--- src/rtl/gpu_fetch.sv ---
// Instruction fetch stage: owns the PC, drives the instruction BlockRam read port
// and hands fetched words to decode over a valid/ready handshake.
module gpu_fetch #(
    parameter int unsigned ADDRESS_WIDTH = 16,
    parameter int unsigned WORD_WIDTH    = 32,
    parameter logic [31:0] RESET_PC      = 32'h0
) (
    input  logic                     clock,
    input  logic                     reset,
    input  logic                     run,
    output logic [ADDRESS_WIDTH-1:0] inst_ram_address,
    input  logic [WORD_WIDTH-1:0]    inst_ram_read_data,
    output logic [WORD_WIDTH-1:0]    insn_out,
    output logic [31:0]              pc_out,
    output logic                     insn_valid,
    input  logic                     insn_ready,
    input  logic                     redirect,
    input  logic [31:0]              redirect_pc,
    output logic [31:0]              fetch_count
);

    localparam int unsigned PC_WORD_WIDTH = 30;

    typedef enum logic [1:0] {
        IDLE    = 2'd0,
        ISSUE   = 2'd1,
        FETCHED = 2'd2,
        VALID   = 2'd3
    } state_t;

    state_t                   state;
    // PC held as a word address; the byte-offset bits are always zero.
    logic [PC_WORD_WIDTH-1:0] pc_word;

    // Misaligned redirect bits are dropped by design.
    logic unused_redirect_bits;
    assign unused_redirect_bits = ^redirect_pc[1:0];

    assign inst_ram_address = pc_word[ADDRESS_WIDTH-1:0];

    always_ff @(posedge clock) begin
        if (reset) begin
            state       <= IDLE;
            pc_word     <= RESET_PC[31:2];
            insn_valid  <= 1'b0;
            insn_out    <= '0;
            pc_out      <= '0;
            fetch_count <= '0;
        end else if (redirect) begin
            // Redirect discards anything in flight or held, without counting it.
            pc_word    <= redirect_pc[31:2];
            insn_valid <= 1'b0;
            state      <= run ? ISSUE : IDLE;
        end else begin
            case (state)
                IDLE: begin
                    if (run) begin
                        state <= ISSUE;
                    end
                end
                ISSUE: begin
                    state <= FETCHED;
                end
                FETCHED: begin
                    insn_out   <= inst_ram_read_data;
                    pc_out     <= {pc_word, 2'b00};
                    insn_valid <= 1'b1;
                    state      <= VALID;
                end
                VALID: begin
                    if (insn_ready) begin
                        pc_word     <= pc_word + PC_WORD_WIDTH'(1);
                        fetch_count <= fetch_count + 32'd1;
                        insn_valid  <= 1'b0;
                        state       <= run ? ISSUE : IDLE;
                    end
                end
                default: begin
                    state <= IDLE;
                end
            endcase
        end
    end

endmodule

--- config.mk ---
export PLATFORM = sky130hd
export DESIGN_NAME = gpu_fetch
export DESIGN_NICKNAME = d
export VERILOG_FILES = /design/src/rtl/gpu_fetch.sv
export SDC_FILE = /design/constraint.sdc
export NUM_CORES = 1
export LEC_CHECK = 0
export BUFFER_PORTS_ARGS = -buffer_cell sky130_fd_sc_hd__buf_2
export CORE_ASPECT_RATIO = 0.9
export CORE_MARGIN = 5
export CORE_UTILIZATION = 25
export DETAILED_ROUTE_END_ITERATION = 6
export GPL_TIMING_DRIVEN = 0
export PLACE_DENSITY = 0.56
export SYNTH_ARGS = -nofsm -noshare
export SYNTH_HDL_FRONTEND = slang
export SYNTH_SLANG_ARGS = --single-unit
--- constraint.sdc ---
create_clock -name clock -period 2.8 [get_ports clock]
set_clock_uncertainty 0.15 [all_clocks]
set_input_delay 0.14 -clock clock [delete_from_list [all_inputs] [get_ports clock]]
set_output_delay 0.14 -clock clock [all_outputs]
set_load 0.01 [all_outputs]
==> flow_results.org, run 1 <==
** Run status
- The run finished with clean final reports.

** Timing
- Setup violations remaining at the end of the flow were counted as 0.
- The number of hold-slack violations in the final timing report is 0.
- Of the available clock period, the critical path in the final layout requires 0.924.
- At the pin with the least slew margin, the transition time is 0.821 ns.
- Worst Hold Margin :: 0.0469 ns
- Counting I/O delays and the setup requirement, the final critical path takes 2.59 ns.
- RSZ-0062 raised after global routing :: false
- Setup tns final :: 0 ns
- Max-slew violations :: 0
- Headroom to the max-slew limit came out at 0.448.
- Static timing analysis puts the maximum clock frequency at 0.386 GHz.

** Floorplan
- Die Area :: 0.0259 mm^2
- The die is 169 um wide.
- Vertical die dimension :: 153 um
- Number of cell rows :: 52
- In this run the count of I/O pins placed on the die edge is 182.
- For this configuration, the core starts out at a cell density of 0.254.
- The total area inside the core boundary comes to 0.0224 mm^2.

** Logic synthesis
- For this run, the register share of the synthesized area comes to 0.446.
- Number of warnings issued by yosys :: 0
- By count the netlist is led by 148 x sky130_fd_sc_hd__nand2_1, 127 x sky130_fd_sc_hd__dfxtp_1, 90 x sky130_fd_sc_hd__a21oi_1.
- Largest area contributor in the synthesized netlist :: sky130_fd_sc_hd__dfxtp_1
- Top-count cell post-synth :: sky130_fd_sc_hd__nand2_1
- Mapped Avg Cell Area :: 8.05 um^2
- Cell count after synthesis :: 707
- The synthesized design contains 0 enable-type register cells.
- Portion of synthesized cell area occupied by the leading cell type :: 0.446
- Proportion of synthesized flip-flops having asynchronous set or reset :: 0
- In the synthesized netlist the dominant register cell turns out to be sky130_fd_sc_hd__dfxtp_1.
- Main area contributors after synthesis :: sky130_fd_sc_hd__dfxtp_1 45%, sky130_fd_sc_hd__nand2_1 9.8%, sky130_fd_sc_hd__a21oi_1 7.9%, sky130_fd_sc_hd__or4_1 3.4%, sky130_fd_sc_hd__o31ai_1 3.2%
- Flip-flop and latch count after synthesis :: 127
- Counting distinct cell types in the post-synthesis netlist gives 46.
- Cell area after technology mapping :: 0.00569 mm^2

** Routing
- Once detail routing completed, the nets flagged for antenna violations numbered 0.
- In the final routed layout, each cell accounts on average for 15.2 um.
- Total routed wirelength :: 19.4 mm
- Detailed-route via count :: 5971
- The first detailed-routing pass ran for 4 iterations.
- DRC viols :: 0
- After detailed routing, the number of vias per cell comes to 4.67.
- Violation count after the first detailed-route iteration :: 325

** Global routing
- Summed over all layers, the global routing overflow is 0.
- The number of antenna violations at the first check in global routing came to 1.
- The number of global-route vias before repair came to 5657.
- The first global-routing pass estimated 30.4 mm of wire.
- Tot GR Track Use :: 0.146
- Entering global routing, the biggest net connects 17 pins.

** Place
- Summed over all nets, the half-perimeter wirelength after detailed placement is 13.8 mm.
- The congestion estimate from routability-driven global placement came to 0.776.
- Number of buffers inserted by port buffering :: 175

** Flow run
- The tool flagged a number of max-cap violations equal to 0.

** Finish
- Ratio of cells with drive above 1 in the final layout :: 0.242
- Area growth from synthesis to layout :: 43.7%
- Nets :: 1043

** Setup path
- Worst Path Class, Setup :: flip-flop to flip-flop
- Of all nets on the critical path, the largest fanout is 10.
- At the worst endpoint, the required time is 2.96 ns.
- Crit path arrival time :: 2.75 ns
- The worst setup path is launched from a flip-flop.
- CP Capture Type :: flip-flop

** Clocking
- TritonCTS clock tree :: yes
- Number of clock sinks :: 127
- After clock tree synthesis, the clock-pin slew on the worst setup and hold paths is 0.06 ns.
- Resized Gates After CTS :: 0
- Clock insertion delay at the later pin of the skew report :: 0.41 ns
- Number of buffers created by CTS :: 17
- Largest buffer count on any clock path :: 2
- The root buffer cell chosen for the clock tree is sky130_fd_sc_hd__clkbuf_16.
- Number of H-tree levels :: 4

** Power
- Summed over all cells, the static leakage comes to 3.25 nW.
- Dividing total power by cell area gives a power density of 547 mW/mm^2.
- VDD IR max :: 0.361 mV

** Min path
- Class of the most critical hold timing path :: input port to flip-flop
critical path, stage by stage, from the launching register on:
cell	delay, ns
sky130_fd_sc_hd__dfxtp_1	0.39
sky130_fd_sc_hd__ha_1	0.19
sky130_fd_sc_hd__buf_2	0.23
sky130_fd_sc_hd__and3_1	0.17
sky130_fd_sc_hd__buf_2	0.19
sky130_fd_sc_hd__nand4_1	0.38
sky130_fd_sc_hd__or4_1	0.52
sky130_fd_sc_hd__a311oi_1	0.28
cells in the final DEF (no fill, tap or decap), types with 2 or more instances in the layout:
cell type and count:
sky130_fd_sc_hd__clkinv_4 2, sky130_fd_sc_hd__buf_2 180, sky130_fd_sc_hd__clkbuf_16 17, sky130_fd_sc_hd__buf_4 21
sky130_fd_sc_hd__a211oi_1 12, sky130_fd_sc_hd__inv_1 13, sky130_fd_sc_hd__ha_1 6, sky130_fd_sc_hd__nor2b_1 2
sky130_fd_sc_hd__nand2b_1 2, sky130_fd_sc_hd__clkbuf_1 40, sky130_fd_sc_hd__clkinv_2 4, sky130_fd_sc_hd__o31ai_1 24
sky130_fd_sc_hd__xor2_1 16, sky130_fd_sc_hd__nand2_1 148, sky130_fd_sc_hd__inv_6 4, sky130_fd_sc_hd__xnor2_1 7
sky130_fd_sc_hd__nand3_1 22, sky130_fd_sc_hd__nor2_1 38, sky130_fd_sc_hd__conb_1 2, sky130_fd_sc_hd__nor3_1 5
sky130_fd_sc_hd__or4_1 26, sky130_fd_sc_hd__dfxtp_1 127, sky130_fd_sc_hd__or3_1 10, sky130_fd_sc_hd__bufinv_16 2
sky130_fd_sc_hd__and3_1 8, sky130_fd_sc_hd__a21oi_1 90, sky130_fd_sc_hd__and2_1 2, sky130_fd_sc_hd__clkinvlp_4 2
sky130_fd_sc_hd__buf_1 3, sky130_fd_sc_hd__dlygate4sd3_1 63, sky130_fd_sc_hd__nor4_1 4, sky130_fd_sc_hd__a2111oi_0 2
sky130_fd_sc_hd__and4_1 9, sky130_fd_sc_hd__o21ai_0 10, sky130_fd_sc_hd__nand4_1 26, sky130_fd_sc_hd__nand4b_1 2
sky130_fd_sc_hd__a311oi_1 13
logic make-up (layout without fill, tap and decap cells):
logic type | after synthesis | count (layout) | share of synthesized area
xor+xnor | 23 | 23 | 0.0354
simple gates | 310 | 310 | 0.267
other cells | 1 | 3 | 0.000659
flops | 127 | 127 | 0.446
buf+inv | 81 | 354 | 0.0677
compound gates | 159 | 159 | 0.169
fa+ha+maj | 6 | 6 | 0.0132
final cells by class:
cell class | count | area (um^2)
fillers | 2304 | 14300
multi-input cells | 500 | 2770
flip-flops and latches | 127 | 2540
repair buffers | 241 | 1530
clock buffers | 17 | 425
well taps | 297 | 372
plain buffers | 67 | 333
clock inverters | 15 | 159
inverters | 14 | 52.6
diodes | 1 | 2.50
repair_timing:
action / 4_1_cts / 5_1_grt
hold endpoints to repair: 62 / 0
setup buffers: 0 / 3
setup endpoints to repair: 0 / 4
hold buffers: 63 / 0
stage by stage:
| stage | power [mW] | instance area (um^2) | setup slack [ns] | instances | utilization |
|---|---|---|---|---|---|
| 2_1_floorplan | 2.08 | 5700 | 0.663 | 708 | - |
| 3_3_place_gp | 2.22 | 6950 | 0.113 | 1180 | 0.309 |
| 3_5_place_dp | 2.22 | 6950 | 0.115 | 1180 | 0.309 |
| 4_1_cts | 4.54 | 8160 | 0.0901 | 1275 | 0.364 |
| 5_1_grt | 4.68 | 8190 | 0.0692 | 1279 | 0.365 |
| 6_report | 4.48 | 8190 | 0.212 | 1279 | 0.365 |
power by group:
part           switching, mW  internal [mW]  leakage [nW]
Clock                  0.901           1.32         0.286
Combinational          0.174          0.179          1.93
Sequential            0.0546           1.85          1.03
Total                   1.13           3.35          3.25
worst paths after layout:
path	from	to	slack, ns	depth (start not counted)
max	state[1]	pc_word[24]	0.21	7
min	redirect_pc[30]	pc_word[28]	0.05	4
max reg2reg	state[1]	pc_word[24]	0.21	7
min reg2reg	pc_out[2]	pc_out[2]	0.30	2
sequential cells by signal, indices dropped and copies added (netlist names):
| name | flops |
|---|---|
| pc_out | 30 |
| pc_word | 30 |
| insn_valid | 1 |
| insn_out | 32 |
| state | 2 |
| fetch_count | 32 |
metal layers:
| metal | track usage | share of wire | wire length [um] |
|---|---|---|---|
| met1 | 0.194 | 0.47 | 9200 |
| met2 | 0.232 | 0.45 | 8720 |
| met3 | 0.0393 | 0.060 | 1160 |
| met4 | 0.0437 | 0.017 | 337 |
| met5 | 0 | 0 | 0 |
Power figures use the tool's default switching activity.
==> run 2, diff against run 1 <==
--- a/config.mk
+++ b/config.mk
@@ -6,4 +6,5 @@
 export NUM_CORES = 1
 export LEC_CHECK = 0
+export ABC_AREA = 1
 export BUFFER_PORTS_ARGS = -buffer_cell sky130_fd_sc_hd__buf_2
 export CORE_ASPECT_RATIO = 0.9
@@ -12,5 +13,5 @@
 export DETAILED_ROUTE_END_ITERATION = 6
 export GPL_TIMING_DRIVEN = 0
-export PLACE_DENSITY = 0.56
+export PLACE_DENSITY = 0.55
 export SYNTH_ARGS = -nofsm -noshare
 export SYNTH_HDL_FRONTEND = slang
--- a/constraint.sdc
+++ b/constraint.sdc
@@ -3,3 +3,3 @@
 set_input_delay 0.14 -clock clock [delete_from_list [all_inputs] [get_ports clock]]
 set_output_delay 0.14 -clock clock [all_outputs]
-set_load 0.01 [all_outputs]
+set_load 0.02 [all_outputs]
==> run 2 against run 1 <==
Effect of this change:
- hold slack got worse by 0.030 ns
- combinational power up 47%
- design area increased by 8.3%
- largest cell class unchanged
- clock power rose by 12%
- largest power group unchanged
- area after synthesis rose by 10%
- total power up 10%
- synthesized cell count grew 31%
- sequential cell count stayed put
- global-route usage grew 1.5 points
- critical path depth rose by 3
==> flow_results.org, run 2 <==
** Power
- Relative contribution of the clock network to total power :: 0.504 (was 0.497)
- Pint :: 3.69 mW (was 3.35 mW)
- Sequential Power Share :: 0.391 (was 0.424)
- VDD IR max :: 0.403 mV (was 0.361 mV)
- Share of power burned in combinational logic :: 0.105 (was 0.079)
- P_sw :: 1.25 mW (was 1.13 mW)
- The net switching fraction of the power is 0.253 (was 0.252).
- Power Density :: 557 mW/mm^2 (was 547 mW/mm^2)
- Static Leakage :: 3.91 nW (was 3.25 nW)

** Global routing
- Met2 Resource Use GR :: 0.258 (was 0.232)
- Leftover overflow at the end of global routing :: 0 (unchanged)
- The maximum number of pins on one net before global-route repair is 17 (unchanged).
- Tot GR Track Use :: 0.160 (was 0.146)
- The number of global-route vias before repair came to 6596 (was 5657).
- Most heavily used metal layer in global routing :: met2 (unchanged)
- The wire length of the first global-routing pass came to 35.7 mm (was 30.4 mm).
- Number of antenna violations at the first check in global routing :: 1 (unchanged)
- The met3 global-route usage is 0.0466 (was 0.0393).
- The met1 track demand over resource was 0.211 (was 0.194).

** Logic synthesis
- Most used flip-flop cell after synthesis :: sky130_fd_sc_hd__dfxtp_1 (unchanged)
- The fraction of post-synthesis cell area in the top cell type by area was 0.406 (was 0.446).
- The warning count from the yosys run came to 0 (unchanged).
- Main area contributors after synthesis :: sky130_fd_sc_hd__dfxtp_1 41%, sky130_fd_sc_hd__nand2_1 11%, sky130_fd_sc_hd__nor2_1 10%, sky130_fd_sc_hd__o21ai_0 7.7%, sky130_fd_sc_hd__inv_1 5.3% (was sky130_fd_sc_hd__dfxtp_1 45%, sky130_fd_sc_hd__nand2_1 9.8%, sky130_fd_sc_hd__a21oi_1 7.9%, sky130_fd_sc_hd__or4_1 3.4%, sky130_fd_sc_hd__o31ai_1 3.2%)
- The synthesized area per cell came to 6.75 um^2 (was 8.05 um^2).
- The share of flip-flops with an asynchronous set or reset after synthesis came to 0 (unchanged).
- Cell count after synthesis :: 928 (was 707)
- Top-count cell post-synth :: sky130_fd_sc_hd__nand2_1 (unchanged)
- The post-synthesis cell type count came to 42 (was 46).
- Sequential fraction of the synthesis area :: 0.406 (was 0.446)
- Commonest cells post-synth: 189 x sky130_fd_sc_hd__nand2_1, 172 x sky130_fd_sc_hd__nor2_1, 127 x sky130_fd_sc_hd__dfxtp_1 (was 148 x sky130_fd_sc_hd__nand2_1, 127 x sky130_fd_sc_hd__dfxtp_1, 90 x sky130_fd_sc_hd__a21oi_1).
- The synthesized area was 0.00626 mm^2 (was 0.00569 mm^2).
- Largest area contributor in the synthesized netlist :: sky130_fd_sc_hd__dfxtp_1 (unchanged)
- Number of enable flip-flop cells after synthesis :: 0 (unchanged)
- The post-synthesis sequential element count is 127 (unchanged).

** Place
- The half-perimeter wire length of the detailed placement result was 17.3 mm (was 13.8 mm).
- The routability congestion estimate is 0.889 (was 0.776).
- Number of buffers inserted by port buffering :: 175 (unchanged)

** Setup path
- Max Fanout on Critical Path :: 6 (was 10)
- The kind of end point of the critical path is a flip-flop (unchanged).
- The classification of the worst setup path is flip-flop to flip-flop (unchanged).
- Data required, critical path :: 2.95 ns (was 2.96 ns)
- The endpoint of the lowest-slack register-to-register path was pc_word[19] (was pc_word[24]).
- Worst reg2reg path depth :: 10 (was 7)
- The worst path arrival time came to 2.43 ns (was 2.75 ns).
- Slack of the worst reg-to-reg path :: 0.52 ns (was 0.21 ns)
- The startpoint of the worst register-to-register path is pc_word[8] (was state[1]).
- The critical path startpoint category is a flip-flop (unchanged).

** Floorplan
- Initial standard-cell utilization of the core :: 0.251 (was 0.254)
- The overall die height is 160 um (was 153 um).
- The total number of placement rows is 55 (was 52).
- The x dimension of the die came to 177 um (was 169 um).
- Core area :: 0.0249 mm^2 (was 0.0224 mm^2)
- The die area came to 0.0283 mm^2 (was 0.0259 mm^2).
- I/O pin count :: 182 (unchanged)

** Finish
- Top library cells by usage in the layout, fill and taps aside :: 190 x sky130_fd_sc_hd__buf_2, 189 x sky130_fd_sc_hd__nand2_1, 172 x sky130_fd_sc_hd__nor2_1 (was 180 x sky130_fd_sc_hd__buf_2, 148 x sky130_fd_sc_hd__nand2_1, 127 x sky130_fd_sc_hd__dfxtp_1)
- Ratio of cells with drive above 1 in the final layout :: 0.228 (was 0.242)
- Area growth from synthesis to layout :: 41.6% (was 43.7%)
- Nets :: 1262 (was 1043)
- The leading cell type in the layout, fill and taps excluded was sky130_fd_sc_hd__buf_2 (unchanged).
- The final-layout fill cell count is 2698 (was 2304).
- Registers with the most flip-flops: fetch_count: 32 flops, insn_out: 32 flops (unchanged).
- The number of inserted diodes was 0 (was 1).

** Flow run
- The number of max-cap violations came to 0 (unchanged).

** Min path
- The number of cells on the worst hold path was 4 (unchanged).
- Hold worst-path end :: pc_word[16] (was pc_word[28])
- The startpoint of the worst hold path was redirect_pc[18] (was redirect_pc[30]).
- The path category of the worst min-delay check was input port to flip-flop (unchanged).

** Timing
- Number of endpoints failing setup at the final stage :: 0 (unchanged)
- Setup tns final :: 0 ns (unchanged)
- Number of hold violations in the final report :: 0 (unchanged)
- RSZ-0062 raised after global routing :: false (unchanged)
- The transition time at the pin with the least slew margin was 0.656 ns (was 0.821 ns).
- Worst Hold Margin :: 0.0166 ns (was 0.0469 ns)
- The clock period minus final worst setup slack came to 2.28 ns (was 2.59 ns).
- The worst slew margin relative to its limit was 0.562 (was 0.448).
- Maximum frequency from static timing analysis :: 0.439 GHz (was 0.386 GHz)
- The share of the clock period used by the worst path is 0.813 (was 0.924).
- Max-slew violations :: 0 (unchanged)

** Routing
- The detailed-route vias per instance was 4.39 (was 4.67).
- Wire length per cell :: 15.0 um (was 15.2 um)
- The antenna violation net count after detailed routing is 0 (unchanged).
- The count of routing violations after the opening detailed-route iteration is 320 (was 325).
- Total routed wirelength :: 23.1 mm (was 19.4 mm)
- Detailed-route via count :: 6776 (was 5971)
- DRC viols :: 0 (unchanged)
- The total iterations of the first detailed-routing run was 5 (was 4).

** Clocking
- The clock latency at the later pin of the worst-skew pair came to 0.43 ns (was 0.41 ns).
- The number of clock sinks seen by CTS is 127 (unchanged).
- Largest buffer count on any clock path :: 2 (unchanged)
- The clock input transition at the sequential cells of the worst setup and hold paths is 0.06 ns (about the same).
- The post-CTS repair timing setup buffer count was 0 (unchanged).
- The clock tree root buffer cell was sky130_fd_sc_hd__clkbuf_16 (unchanged).
- The clock tree from TritonCTS is yes (unchanged).
- The CTS buffer count came to 17 (unchanged).
- The number of levels in the clock H-tree was 4 (unchanged).

** Run status
- Run status :: finished clean (unchanged)
## run 2: changes by cell type after synthesis, moves of 11 or more
cell	delta
sky130_fd_sc_hd__o21ai_0	+86
sky130_fd_sc_hd__clkbuf_1	-23
sky130_fd_sc_hd__or4_1	-26
sky130_fd_sc_hd__inv_1	+75
sky130_fd_sc_hd__nand3_1	+21
sky130_fd_sc_hd__a21oi_1	-31
sky130_fd_sc_hd__a31oi_1	+13
sky130_fd_sc_hd__nand2_1	+41
sky130_fd_sc_hd__o31ai_1	-23
sky130_fd_sc_hd__nand4_1	-13
sky130_fd_sc_hd__a311oi_1	-13
sky130_fd_sc_hd__nor2_1	+134
sky130_fd_sc_hd__xor2_1	-11
## run 2: critical path, stage by stage, from the launching register on
cell                            delay (ns)
sky130_fd_sc_hd__dfxtp_1              0.47
sky130_fd_sc_hd__nand2_2              0.18
sky130_fd_sc_hd__nor2_4               0.21
sky130_fd_sc_hd__inv_2                0.06
sky130_fd_sc_hd__nor2_4               0.14
sky130_fd_sc_hd__nand2_2              0.07
sky130_fd_sc_hd__nor2_2               0.11
sky130_fd_sc_hd__nand2_1              0.06
sky130_fd_sc_hd__nand2_1              0.07
sky130_fd_sc_hd__a21oi_2              0.05
sky130_fd_sc_hd__dlygate4sd3_1        0.58
## run 2: final cells by class
| class | count | area, um^2 | share of cell area |
|---|---|---|---|
| Inverter | 93 | 349 | 0.0394 |
| Timing Repair Buffer | 239 | 1520 | 0.171 |
| Clock inverter | 11 | 178 | 0.0200 |
| Buffer | 54 | 293 | 0.0330 |
| Multi-Input combinational cell | 655 | 3080 | 0.347 |
| Tap cell | 342 | 428 | 0.0483 |
| Clock buffer | 21 | 480 | 0.0542 |
| Sequential cell | 127 | 2540 | 0.287 |
## run 2: worst max path at each step
stage	end	startpoint
final	pc_word[19]	pc_word[8]
after CTS	pc_word[19]	pc_word[8]
after global routing	pc_word[19]	pc_word[5]
after detailed placement	pc_out[21]	state[0]
after floorplan	fetch_count[20]	fetch_count[0]
after global placement	pc_out[21]	state[0]
## run 2: cells by family after synthesis
kind of cell,Yosys count,synth area share
xor gates and xnor gates,6,0.00839
and+or+nand+nor,458,0.314
buffers and inverters,147,0.103
adders and majority gates,6,0.0120
AOI/OAI and AO/OA,183,0.156
DFF,127,0.406
other,1,0.000599
## run 2: through the flow
step,std cells,worst slack [ns],power [mW],area [um^2],util
2_1_floorplan,929,1.08,2.23,6260,-
3_3_place_gp,1446,0.835,2.42,7570,0.304
3_5_place_dp,1446,0.801,2.42,7570,0.304
4_1_cts,1542,0.512,4.99,8870,0.356
5_1_grt,1542,0.375,5.13,8870,0.356
6_report,1542,0.524,4.94,8870,0.356
## run 2: power groups by stage
stage,Clock (mW),Combinational [mW],Sequential (mW)
2_1_floorplan,0,0.234,2.00
3_3_place_gp,0,0.449,1.97
3_5_place_dp,0,0.451,1.97
4_1_cts,2.54,0.524,1.93
5_1_grt,2.62,0.578,1.94
6_report,2.49,0.520,1.93
## run 2: per-layer routing
metal | up-vias | share of wire
met3 | 23 | 0.071
met2 | 201 | 0.44
met1 | 3048 | 0.48
met4 | 2 | 0.014
li1 | 3502 | -
met5 | - | 0.00048
## run 2: repair_timing
action,in CTS,in global routing
resized for setup,0,0
hold endpoints to repair,65,0
hold buffers,64,0
==> run 3, diff against run 2 <==
- PLACE_DENSITY: 0.55 -> 0.57
- clock period: 2.8 -> 1.9 ns (I/O delays scaled with it)
==> run 3 against run 2 <==
Effect of this change:
- the flow now finishes with violations (hold timing)
- cell count rose by 0.78%
- largest power group unchanged
- fmax increased by 27%
- die area did not move
- hold slack got worse by 0.026 ns
- clock power up 32%
- total power rose by 40%
- register-to-register slack lost 0.42 ns
- critical path depth decreased by 5
- largest cell class unchanged
- critical path type unchanged
- highest routed layer is now met4
- sequential cell count did not move
- design area grew 1.8%
- sequential share of layout area down 0.31 points
==> flow_results.org, run 3 (synthesized netlist as in run 2, its figures left out) <==
** Run status
- Run status: finished with violations (was finished clean).
- Violated checks :: hold timing

** Setup path
- Worst Path Class, Setup :: flip-flop to flip-flop (unchanged)
- The kind of end point of the critical path was a flip-flop (unchanged).
- The worst path arrival time was 1.95 ns (was 2.43 ns).
- The critical path startpoint category was a flip-flop (unchanged).
- Max Fanout on Critical Path :: 4 (was 6)
- The critical path required time is 2.06 ns (was 2.95 ns).

** Finish
- Registers with the most flip-flops: fetch_count: 32 flops, insn_out: 32 flops (unchanged).
- The number of cells in the finished layout apart from fillers came to 1554 (was 1542).
- Most common library cell in the layout ignoring fill and taps :: sky130_fd_sc_hd__nand2_1 (was sky130_fd_sc_hd__buf_2)
- Top library cells by usage in the layout, fill and taps aside :: 188 x sky130_fd_sc_hd__nand2_1, 182 x sky130_fd_sc_hd__buf_2, 167 x sky130_fd_sc_hd__nor2_1 (was 190 x sky130_fd_sc_hd__buf_2, 189 x sky130_fd_sc_hd__nand2_1, 172 x sky130_fd_sc_hd__nor2_1)
- Post-route cell area :: 0.00902 mm^2 (was 0.00887 mm^2)
- Nets :: 1273 (was 1262)
- The utilization after layout is 0.362 (was 0.356).
- The area growth from synthesis to final layout came to 44.1% (was 41.6%).
- The fraction of layout instances using a drive strength above 1 is 0.254 (was 0.228).

** Global routing
- Leftover overflow at the end of global routing :: 0 (unchanged)
- Tot GR Track Use :: 0.162 (was 0.160)
- Largest net degree at the start of global routing :: 17 (unchanged)
- Vias in the first global route :: 6583 (was 6596)
- Number of antenna violations at the first check in global routing :: 1 (unchanged)
- The wire length of the first global-routing pass came to 36.0 mm (was 35.7 mm).

** Power
- The leakage power figure is 3.97 nW (was 3.91 nW).
- VDD IR max :: 0.598 mV (was 0.403 mV)
- The net switching fraction of the power came to 0.254 (was 0.253).
- Sequential Power Share :: 0.411 (was 0.391)
- The reported net switching power came to 1.76 mW (was 1.25 mW).
- Pint :: 5.18 mW (was 3.69 mW)
- The total power came to 6.94 mW (was 4.94 mW).
- The cell area power density was 769 mW/mm^2 (was 557 mW/mm^2).
- The combinational power share is 0.115 (was 0.105).
- The clock network fraction of design power is 0.474 (was 0.504).

** Timing
- Maximum frequency from static timing analysis :: 0.558 GHz (was 0.439 GHz)
- Max-slew violations :: 0 (unchanged)
- The transition time at the pin with the least slew margin came to 0.679 ns (was 0.656 ns).
- The clock period minus final worst setup slack was 1.79 ns (was 2.28 ns).
- The worst setup slack after layout came to 0.108 ns (was 0.524 ns).
- RSZ-0062 raised after global routing :: false (unchanged)
- Setup tns final :: 0 ns (unchanged)
- Number of hold violations in the final report :: 1 (was 0)
- The worst slew margin relative to its limit is 0.547 (was 0.562).
- Number of endpoints failing setup at the final stage :: 0 (unchanged)
- The tightest hold margin was -0.00960 ns (was 0.0166 ns).
- The share of the clock period used by the worst path is 0.943 (was 0.813).

** Place
- Pre-CTS setup slack :: -0.122 ns (was 0.801 ns)
- Number of cells in the design after placement :: 1446 (unchanged)
- The post-place instance area is 0.00757 mm^2 (unchanged).
- The routability congestion estimate came to 0.900 (was 0.889).
- The total of buffers placed on input and output ports came to 175 (unchanged).
- The half-perimeter wire length of the detailed placement result is 17.2 mm (was 17.3 mm).

** Min path
- Class of the most critical hold timing path :: input port to flip-flop (unchanged)

** Clocking
- The number of buffers on the longest clock path came to 2 (unchanged).
- The number of clock sinks seen by CTS is 127 (unchanged).
- Clock transition time at the flip-flop clock pins of the worst setup and hold paths :: 0.06 ns (about the same)
- Number of buffers created by CTS :: 17 (unchanged)
- TritonCTS clock tree :: yes (unchanged)
- The number of levels in the clock H-tree was 4 (unchanged).
- Clock insertion delay at the later pin of the skew report :: 0.42 ns (was 0.43 ns)
- Clock Tree Root :: sky130_fd_sc_hd__clkbuf_16 (unchanged)

** Floorplan
- The effective utilization at floorplan came to 0.251 (unchanged).
- Vertical die dimension :: 160 um (unchanged)
- Number of cell rows :: 55 (unchanged)
- Core area :: 0.0249 mm^2 (unchanged)
- Die Area :: 0.0283 mm^2 (unchanged)
- The number of I/O pins was 182 (unchanged).
- Width of the die :: 177 um (unchanged)

** Routing
- The antenna violation net count after detailed routing is 0 (unchanged).
- The final wirelength is 23.0 mm (was 23.1 mm).
- The count of routing violations after the opening detailed-route iteration came to 386 (was 320).
- The number of DRC violations after detailed routing was 0 (unchanged).
- The routed length per instance was 14.8 um (was 15.0 um).
- Per-cell via count in the routed design :: 4.37 (was 4.39)
- Detailed-route via count :: 6798 (was 6776)
- Pre-Repair DR Iteration Count :: 5 (unchanged)

** Flow run
- Maximum capacitance violations :: 0 (unchanged)
## run 3: what timing repair did
| action | CTS | global route |
|---|---|---|
| buffers inserted | 5 | 3 |
| pin swaps | 2 | 2 |
| hold endpoints to repair | 68 | 1 |
| resized for setup | 12 | 40 |
| setup endpoints to repair | 80 | 101 |
| hold buffers | 67 | 1 |
## run 3: layout make-up
class                      instances  area (um^2)
fill                            2713        15900
timing repair buffer             251         1620
tap                              342          428
buffer                            53          313
inverter                          93          353
clock buffer                      23          488
antenna                            1         2.50
sequential                       127         2560
multi-input combinational        655         3160
clock inverter                     9          106
## run 3: worst max-delay path, stage by stage, from the launching register on
cell                            delay [ns]
sky130_fd_sc_hd__dfxtp_2              0.37
sky130_fd_sc_hd__inv_1                0.10
sky130_fd_sc_hd__ha_1                 0.26
sky130_fd_sc_hd__a21oi_1              0.19
sky130_fd_sc_hd__nor4_2               0.05
sky130_fd_sc_hd__dlygate4sd3_1        0.56
## run 3: per-layer routing
metal	vias to the layer above	track usage	part of all wire	wire length, um
met5	-	0	0	0
met4	0	0.0447	0.013	309
met3	24	0.0464	0.077	1760
met2	190	0.258	0.44	10200
met1	3057	0.215	0.47	10700
li1	3527	-	-	-
## run 3: power groups by stage
stage	combinational [mW]	clock (mW)	sequential [mW]
after floorplan	0.344	0	2.94
after detailed placement	0.667	0	2.90
after CTS	0.788	3.41	2.84
after global routing	0.884	3.51	2.87
final	0.795	3.29	2.85
after global placement	0.660	0	2.90
## run 3: final timing paths
path                      from           end  slack, ns  depth (start not counted)
setup / recovery      state[0]    insn_valid       0.11                          5
hold / removal        redirect   pc_word[16]      -0.01                          4
setup reg to reg      state[0]    insn_valid       0.11                          5
hold reg to reg   insn_out[17]  insn_out[17]       0.32                          2
